<file path="src/rtl/uart_pkg.sv">
// rtl/uart_pkg.sv - shared UART types and constants
//
// Contents:
//   uart_tx_state_t             transmitter FSM states
//   UART_DEFAULT_CLKS_PER_BIT   50 MHz / 115200 baud
//   UART_DATA_BITS              data bits per 8N1 frame
package uart_pkg;

  typedef enum logic [1:0] {
    IDLE  = 2'd0,
    START = 2'd1,
    DATA  = 2'd2,
    STOP  = 2'd3
  } uart_tx_state_t;

  localparam int UART_DEFAULT_CLKS_PER_BIT = 434;
  localparam int UART_DATA_BITS            = 8;

endpackage

</file>
<file path="src/rtl/uart_tx.sv">
// rtl/uart_tx.sv - 8N1 serial transmitter driven by an active-low start strobe
//
// Ports:
//   clk      system clock, rising edge
//   rst      asynchronous active-high reset
//   start_n  active-low transmit request; a falling edge seen in IDLE starts a frame
//   tx_byte  byte to send, captured on the accepting edge only
//   ready    1 = idle and able to accept, 0 = frame in progress (registered)
//   tx       serial line, idles high (registered)
module uart_tx
  import uart_pkg::*;
#(
  parameter int CLKS_PER_BIT = UART_DEFAULT_CLKS_PER_BIT
) (
  input  logic       clk,
  input  logic       rst,
  input  logic       start_n,
  input  logic [7:0] tx_byte,
  output logic       ready,
  output logic       tx
);

  localparam int              BW        = $clog2(CLKS_PER_BIT);
  localparam logic [BW-1:0]   BAUD_LAST = BW'(CLKS_PER_BIT - 1);
  localparam logic [2:0]      BIT_LAST  = 3'(UART_DATA_BITS - 1);

  uart_tx_state_t state;
  logic           start_n_q;
  logic [BW-1:0]  baud_cnt;
  logic [2:0]     bit_idx;
  logic [7:0]     shift;

  // Falling edge only: a strobe held low never retriggers.
  logic req;
  assign req = !start_n && start_n_q;

  logic bit_done;
  assign bit_done = (baud_cnt == BAUD_LAST);

  always_ff @(posedge clk or posedge rst) begin
    if (rst) begin
      state     <= IDLE;
      tx        <= 1'b1;
      ready     <= 1'b1;
      start_n_q <= 1'b1;
      baud_cnt  <= '0;
      bit_idx   <= '0;
      shift     <= '0;
    end else begin
      start_n_q <= start_n;
      case (state)
        IDLE: begin
          tx    <= 1'b1;
          ready <= 1'b1;
          if (req) begin
            shift    <= tx_byte;
            bit_idx  <= '0;
            baud_cnt <= '0;
            state    <= START;
            tx       <= 1'b0;
            ready    <= 1'b0;
          end
        end
        START: begin
          if (bit_done) begin
            baud_cnt <= '0;
            state    <= DATA;
            tx       <= shift[0];
          end else begin
            baud_cnt <= baud_cnt + BW'(1);
          end
        end
        DATA: begin
          if (bit_done) begin
            baud_cnt <= '0;
            shift    <= shift >> 1;
            bit_idx  <= bit_idx + 3'd1;
            if (bit_idx == BIT_LAST) begin
              state <= STOP;
              tx    <= 1'b1;
            end else begin
              // Next bit is the one about to land in shift[0].
              tx <= shift[1];
            end
          end else begin
            baud_cnt <= baud_cnt + BW'(1);
          end
        end
        STOP: begin
          // A request arriving on the leaving edge is dropped: state is not IDLE yet.
          if (bit_done) begin
            baud_cnt <= '0;
            state    <= IDLE;
            ready    <= 1'b1;
          end else begin
            baud_cnt <= baud_cnt + BW'(1);
          end
        end
        default: begin
          state <= IDLE;
          tx    <= 1'b1;
          ready <= 1'b1;
        end
      endcase
    end
  end

endmodule

</file>
<file path="config.mk">
export PLATFORM = sky130hd
export DESIGN_NAME = uart_tx
export DESIGN_NICKNAME = d
export VERILOG_FILES = /design/src/rtl/uart_pkg.sv /design/src/rtl/uart_tx.sv
export SDC_FILE = /design/constraint.sdc
export NUM_CORES = 1
export LEC_CHECK = 0
export CAP_MARGIN = 0
export CORE_MARGIN = 2
export CORE_UTILIZATION = 50
export DETAILED_ROUTE_END_ITERATION = 16
export PLACE_DENSITY = 0.71
export SETUP_SLACK_MARGIN = 0.02
export SLEW_MARGIN = 10
export SYNTH_ARGS = -nofsm -noshare
export SYNTH_HDL_FRONTEND = slang
export SYNTH_SLANG_ARGS = --single-unit
export TNS_END_PERCENT = 20
</file>
<file path="constraint.sdc">
create_clock -name clk -period 4.4 [get_ports clk]
set_input_delay 0.88 -clock clk [delete_from_list [all_inputs] [get_ports clk]]
set_output_delay 0.88 -clock clk [all_outputs]
set_load 0.05 [all_outputs]
</file>
Yosys cells after proc, flatten, opt, wreduce, memory -nomap -nowiden:

Index checks and enable logic that the tools add are counted.

* bits in registers: 25
* word-level logic and storage cells: 52
* output and inout bits: 2
* bits of input ports: 11

* equality and inequality tests: 10
* muxes and demuxes: 22
* add/sub/neg operators: 2
* reductions and logical operators: 11

Operator list (count)
* $mux 9: 2
* $pmux 9 s2: 1
* $mux 8: 2
* $pmux 8 s2: 1
* $mux 2: 5
* $ne 2x2->1 const B: 5
* $add 9x1->9 const B: 1
* $eq 9x9->1 const B: 1
* $pmux 2 s4: 1
* $mux 3: 2
* $pmux 3 s2: 1
* $reduce_and 3->1: 2
* $mux 1: 5
* $reduce_and 5->1: 1
* $eq 2x2->1 const B: 2
* $reduce_bool 2->1: 2
* $add 3x1->3 const B: 1
* $eq 3x3->1 const B: 1
* $pmux 1 s3: 1
* $reduce_bool 3->1: 1
* $reduce_or 3->1: 1
* $eq 2x1->1 const B: 1
* $logic_not 2->1: 1
* $pmux 1 s2: 1
* 3 further kinds: 3

Depth between registers and ports, before layout:

Gate-level depths: netlist (run 1).

* depth in word-level cells: 4
* depth in mapped cells: 7
* gate-level depth less buffers: 6

Worst setup path before layout (run 1):

No wires, ideal clock.

* path type: input -> register
* start point: in start_n
* end point: reg shift[1]
* data required time: 4.335 ns
* data arrival time: 1.950 ns
* setup time: 0.065 ns
* buffers on the path: 0
* setup slack: 2.385 ns
* stages on the path: 4
* path through: nand2b_1 -> nor3_1 -> a31o_2 -> o221a_2

* longest elaborated chain between the ends: 4

Ends and longest elaborated chain
* start, declared: RTL line uart_tx.sv:17 `input logic start_n,`
* $logic_not 1->1: RTL line uart_tx.sv:35 `assign req = !start_n && start_n_q;`
* $logic_and 1x1->1: RTL line uart_tx.sv:35
* $ne 2x2->1 (no line)
* $reduce_and 3->1 (no line)
* end signal, assigned: RTL line uart_tx.sv:56 `shift <= tx_byte;`
* end signal, assigned: RTL line uart_tx.sv:76 `shift <= shift >> 1;`
* end, declared: RTL line uart_tx.sv:31 `logic [7:0] shift;`

No other way between the ends.
A chain may end at the register's enable or synchronous reset.

Final worst setup path (run 1):

* start point: reg ready
* end point: out ready

RTL lines
* start, declared: RTL line uart_tx.sv:19 `output logic ready,`
* start signal, assigned: RTL line uart_tx.sv:44 `ready <= 1'b1;`
* start signal, assigned: RTL line uart_tx.sv:54 `ready <= 1'b1;`
* start signal, assigned: RTL line uart_tx.sv:61 `ready <= 1'b0;`

No word-level cell between the ends.

==> impl_metrics.csv, run 1 <==
group,metric,value,unit
run_status,status,"completed",
worst_setup_path,end_kind,"output pin",
layout,final_nets,169,
yosys,yosys_warnings,0,
drt,viasPerCell,5.92,
place,hpwl,1.94,mm
drt,drt_wl_total,2.65,mm
clock_tree,clkTransAtPathRegs,0.13,ns
yosys,netlist-cell-type-count,39,
yosys,synth_ff_type,"dfrtp_1",
layout,diodes,0,
clock_tree,clockRootBuffer,"clkbuf_4",
worst_setup_path,startpoint_type,"flop",
global_route,grt_pass1_wl,4.64,mm
yosys,async_flop_share,1.00,
drt,wl_per_cell,14.7,um
sta,skew,0.00339,ns
yosys,syn-num-nets,156,
yosys,synth-seq-area-share,0.454,
yosys,synth_xor_area_frac,0,
drt,dr.pass1.iters,4,
layout,area_delta_synth_final,10.8,%
sta,min_period,2.56,ns
place,place_area,1510,um2
drt,drt_iter0_drc,31,
yosys,ys_top_cells_by_area,"dfrtp_1, ha_1, dfstp_2, o221a_2, nand2b_1",
worst_setup_path,worstPathCellList,"clkdlybuf4s50_1",
drt,ant_nets,0,
floorplan,fp.coreArea,2690,um2
worst_setup_path,cpLargestDelayFamily,"buffers and inverters",
floorplan,die_y,56.7,um
drt,drc,0,
floorplan,initial_core_util,0.516,
clock_tree,htree_levels,1,
floorplan,ios,13,
yosys,yosys.area.top_type,"dfrtp_1",
worst_setup_path,r2r_slack,2.00,ns
global_route,antenna_found_initial,0,
sta,grt_setup_unrepaired,"no",
sta,setup_tns,0,ns
worst_setup_path,crit_fanout,3,
clock_tree,clock_sinks,25,
pwr,cellLeakagePower,0.638,nW
clock_tree,cts_tree,"yes",
yosys,synth-adder-area-share,0.0722,
global_route,grt_pass1_vias,1046,
yosys,synth_area,1390,um2
min_path,holdCritPathClass,"reg -> reg",
clock_tree,ctsHoldBuffers,0,
sta,fmax,391,MHz
drt,num_vias,1065,
yosys,ys_ff_latch,25,
floorplan,fp.dieArea,3210,um2
yosys,yosys-mux-area-fraction,0.0162,
global_route,grt_usage,0.184,
global_route,grt_start_max_net_pins,26,
clock_tree,cts_setup_buffers,0,
global_route,globalRoute.totalOverflow,0,
yosys,synth_common_cells,"dfrtp_1, nand2_1, nand3_1",
sta,worst_slew_pin_slew,0.930,ns
sta,relSlewSlack,0.379,
layout,seq_area,629,um2
layout,final_cell_area,1540,um2
sta,drv_slew,0,
yosys,syn_area_per_cell,10.1,um2
place,gp_congestion,0.767,
place,portBuffers,12,
layout,multiInputGateArea,692,um2
run,cap_violations,0,
sta,finalCritPeriodShare,0.581,
clock_tree,post_cts_resize_count,0,
yosys,netlist_instances,137,
clock_tree,cts_made_buffers,3,
yosys,synth.most_common_cell,"dfrtp_1",
layout,drive_above_1_share,0.114,
worst_setup_path,crit_path_top_delay_cell,"clkdlybuf4s50_1",
sta,hold_viol,0,
worst_setup_path,crit_type,"reg -> out",
clock_tree,clock_latency,0.31,ns
yosys,synth_top_area_frac,0.397,
layout,fillers,237,
clock_tree,cts.path.max_buffers,2,
yosys,synth_top_family_by_area,"simple AND/OR/NAND/NOR gates",
floorplan,rows,19,
worst_setup_path,cp_data_required_time,3.52,ns
yosys,synth_compound_area_frac,0.193,
worst_setup_path,critPathBufInv,1,
worst_setup_path,slowest_delay,0.80,ns
floorplan,fp.dieW,56.7,um
yosys,synth-simple-area-share,0.218,
pwr,irDropWorstVdd,0.472,mV
worst_setup_path,cp_data_arrival_time,1.68,ns
sta,setup_viol,0,
pwr,power.density,639,nW/um2
yosys,synth_edf_count,0,
## layout make-up
cell class	instances	share of cell area
Sequential cell	25	0.410
Tap cell	31	0.0252
Multi-Input combinational cell	100	0.450
Clock buffer	4	0.0171
Inverter	8	0.0195
Timing Repair Buffer	12	0.0782
## report_power, final
group	switching [mW]	internal (mW)
clock	0.0674	0.0354
combinational	0.250	0.196
sequential	0.0941	0.339
## through the flow
stage | worst slack [ns] | utilization | hold slack (ns) | cells | total power, mW
2_1_floorplan | 2.39 | - | 0.489 | 137 | 0.778
6_report | 1.84 | 0.572 | 0.502 | 180 | 0.983
3_3_place_gp | 1.79 | 0.562 | 0.474 | 176 | 0.866
5_1_grt | 1.81 | 0.572 | 0.538 | 180 | 1.06
4_1_cts | 1.83 | 0.572 | 0.505 | 180 | 0.987
3_5_place_dp | 1.74 | 0.562 | 0.485 | 176 | 0.883
## placed cells by master, fill, tap and decap left out, drive strengths merged, types with 3 or more instances in the layout
master         count
clkbuf             4
clkdlybuf4s50     12
nor3               5
ha                 8
dfstp              3
o221a              7
nand3             11
nand2b             9
o21ai             11
inv                8
nand2             11
nor2               6
dfrtp             22
nand4              3
## cells by family (layout without fill, tap and decap cells)
logic type | count (synthesis) | in the layout
and+or+nand+nor | 54 | 54
muxes | 2 | 2
DFF | 25 | 25
buffers and inverters | 12 | 24
adders and majority gates | 8 | 8
AOI/OAI and AO/OA | 36 | 36
## worst paths after layout
path                                     to  cells past startpoint  startpoint
worst max-delay path                  ready                      1       ready
min in group asynchronous       baud_cnt[3]                      2         rst
worst min-delay path                  ready                      2       ready
worst max register to register     shift[4]                      6    state[0]
worst min register to register        ready                      2       ready
max in group asynchronous       baud_cnt[7]                      2         rst
## metal layers
layer | share of wire | up-vias | GRT usage
met5 | 0 | - | 0
met4 | 0.0064 | 0 | 0.0748
met3 | 0.026 | 2 | 0.0230
met2 | 0.48 | 17 | 0.294
met1 | 0.49 | 507 | 0.252
li1 | - | 539 | -
## flip-flops by register name (all words and copies together), names as in the netlist
| register | cells |
|---|---|
| bit_idx | 3 |
| start_n_q | 1 |
| shift | 8 |
| baud_cnt | 9 |
| ready | 1 |
| state | 2 |
| tx | 1 |
Note: power is estimated with default switching activity, not from simulation.
==> run 2, diff against run 1 <==
--- a/config.mk
+++ b/config.mk
@@ -9,7 +9,7 @@
 export CORE_MARGIN = 2
 export CORE_UTILIZATION = 50
 export DETAILED_ROUTE_END_ITERATION = 16
-export PLACE_DENSITY = 0.71
+export PLACE_DENSITY = 0.74
 export SETUP_SLACK_MARGIN = 0.02
 export SLEW_MARGIN = 10
 export SYNTH_ARGS = -nofsm -noshare
==> constraint.sdc (replaced) <==
create_clock -name clk -period 2.12 [get_ports clk]
set_input_delay 0.424 -clock clk [delete_from_list [all_inputs] [get_ports clk]]
set_output_delay 0.424 -clock clk [all_outputs]
set_load 0.05 [all_outputs]
==> run 2 against run 1 <==
Effect of this change: sequential power increased by 110%; critical path type is now reg -> reg; clock-buffer cell count stayed put; critical path depth rose by 5; flip-flop and latch count did not move; first-iteration DRC count fell by 16%; design area up 3.5%; combinational power increased by 120%; clock skew grew 0.00053 ns; global-route usage up 1.5 points.
==> impl_metrics.csv, run 2 (synthesized netlist as in run 1, its figures left out) <==
group,metric,value,unit
run_status,status,"completed",
layout,largest-register,"baud_cnt",
drt,drc,0,
sta,min_period,1.86,ns
sta,setup_tns,0,ns
sta,setup_ws,0.261,ns
worst_setup_path,reg2reg_from,"state[0]",
place,portBuffers,12,
worst_setup_path,cpLargestDelayFamily,"compound AO/OA/AOI/OAI gates",
floorplan,fp.coreArea,2690,um2
layout,final_cell_mix,"dfrtp_1, nand2_1, nand3_1",
sta,setup_viol,0,
layout,fin_cells,187,
clock_tree,htree_levels,1,
place,gp_congestion,0.824,
layout,drive_above_1_share,0.154,
worst_setup_path,startpoint_type,"flop",
drt,dr.pass1.iters,4,
pwr,irDropWorstVdd,0.991,mV
clock_tree,clkTransAtPathRegs,0.14,ns
worst_setup_path,end_kind,"flop",
pwr,total_power,2.10,mW
clock_tree,cts_tree,"yes",
place,hpwl,2.09,mm
layout,final_nets,176,
worst_setup_path,r2r-end,"shift[2]",
sta,skew,0.00391,ns
global_route,grt_pass1_vias,1099,
sta,hold_viol,0,
sta,drv_slew,0,
pwr,power.density,1320,nW/um2
worst_setup_path,slowest_delay,0.43,ns
drt,wl_per_cell,14.7,um
global_route,grt_pass1_wl,4.87,mm
place,dp_cells,183,
floorplan,die_y,56.7,um
clock_tree,clockRootBuffer,"clkbuf_4",
global_route,globalRoute.totalOverflow,0,
place,place_area,1560,um2
layout,fillers,231,
layout,area_delta_synth_final,14.7,%
worst_setup_path,crit_type,"reg -> reg",
drt,viasPerCell,5.90,
worst_setup_path,crit_fanout,7,
run,cap_violations,0,
global_route,grt_start_max_net_pins,26,
worst_setup_path,critPathBufInv,2,
worst_setup_path,cp_data_arrival_time,2.13,ns
sta,grt_setup_unrepaired,"no",
worst_setup_path,crit_path_top_delay_cell,"dfrtp_1",
floorplan,ios,13,
worst_setup_path,cp_data_required_time,2.39,ns
floorplan,fp.dieW,56.7,um
clock_tree,ctsHoldBuffers,0,
layout,reg_top3,"baud_cnt (9), shift (8), bit_idx (3)",
global_route,antenna_found_initial,0,
layout,diodes,0,
layout,largest_reg_flops,9,
layout,final_common_cell,"dfrtp_1",
drt,drt_wl_total,2.75,mm
floorplan,rows,19,
sta,fmax,538,MHz
worst_setup_path,worstPathCellList,"inv_1 > ha_1 > inv_1 > nor3_1 > a31o_2 > o221a_2",
drt,ant_nets,0,
pwr,cellLeakagePower,0.682,nW
sta,hold_slack,0.426,ns
layout,fin_util,0.592,
place,dp_worst_setup_slack,0.250,ns
drt,drt_iter0_drc,26,
floorplan,initial_core_util,0.516,
drt,num_vias,1103,
clock_tree,clock_latency,0.32,ns
sta,finalCritPeriodShare,0.877,
clock_tree,cts.path.max_buffers,2,
worst_setup_path,reg2reg_depth,6,
layout,final_cell_area,1590,um2
min_path,holdCritPathClass,"in -> async",
clock_tree,cts_made_buffers,3,
sta,worst_slew_pin_slew,0.504,ns
worst_setup_path,r2r_slack,0.26,ns
sta,relSlewSlack,0.661,
global_route,grt_usage,0.199,
clock_tree,clock_sinks,25,
floorplan,fp.dieArea,3210,um2
worst_setup_path,cp_common_cell,"inv_1",
## run 2: area by class of cell
class                      count  area [um2]  area share
multi-input combinational    100         692       0.435
sequential                    25         629       0.396
timing repair buffer          19         174       0.109
tap                           31        38.8      0.0244
inverter                       8        30.0      0.0189
clock buffer                   4        26.3      0.0165
## run 2: power by group
group          leakage, nW  internal [mW]  switching (mW)
logic                0.360          0.450           0.536
clock network       0.0150         0.0738           0.145
registers            0.307          0.703           0.195
total                0.682           1.23           0.877
## run 2: how the worst max path moves through the flow
stage	startpoint	to	slack, ns	cells after the start
6_report	state[0]	shift[2]	0.26	6
4_1_cts	tx	tx	0.02	1
3_5_place_dp	start_n	shift[2]	0.25	5
3_3_place_gp	start_n	shift[0]	0.29	5
5_1_grt	state[0]	shift[4]	0.15	7
2_1_floorplan	state[0]	shift[1]	0.40	6
## run 2: timing repair
| action | in CTS | in global routing |
|---|---|---|
| setup buffers | 0 | 0 |
| setup endpoints to repair | 2 | 1 |
| pin swaps | 0 | 0 |
| gates resized for setup | 1 | 1 |
## run 2: worst min-delay path, stage by stage
cell	delay [ns]
clkdlybuf4s50_1	0.39
inv_1	0.05
buf_4	0.30
## run 2: per-layer routing
layer,track usage,vias up,part of all wire
li1,-,552,-
met1,0.268,529,0.49
met2,0.317,18,0.48
met3,0.0276,4,0.025
met4,0.0918,0,0.011
met5,0,-,0
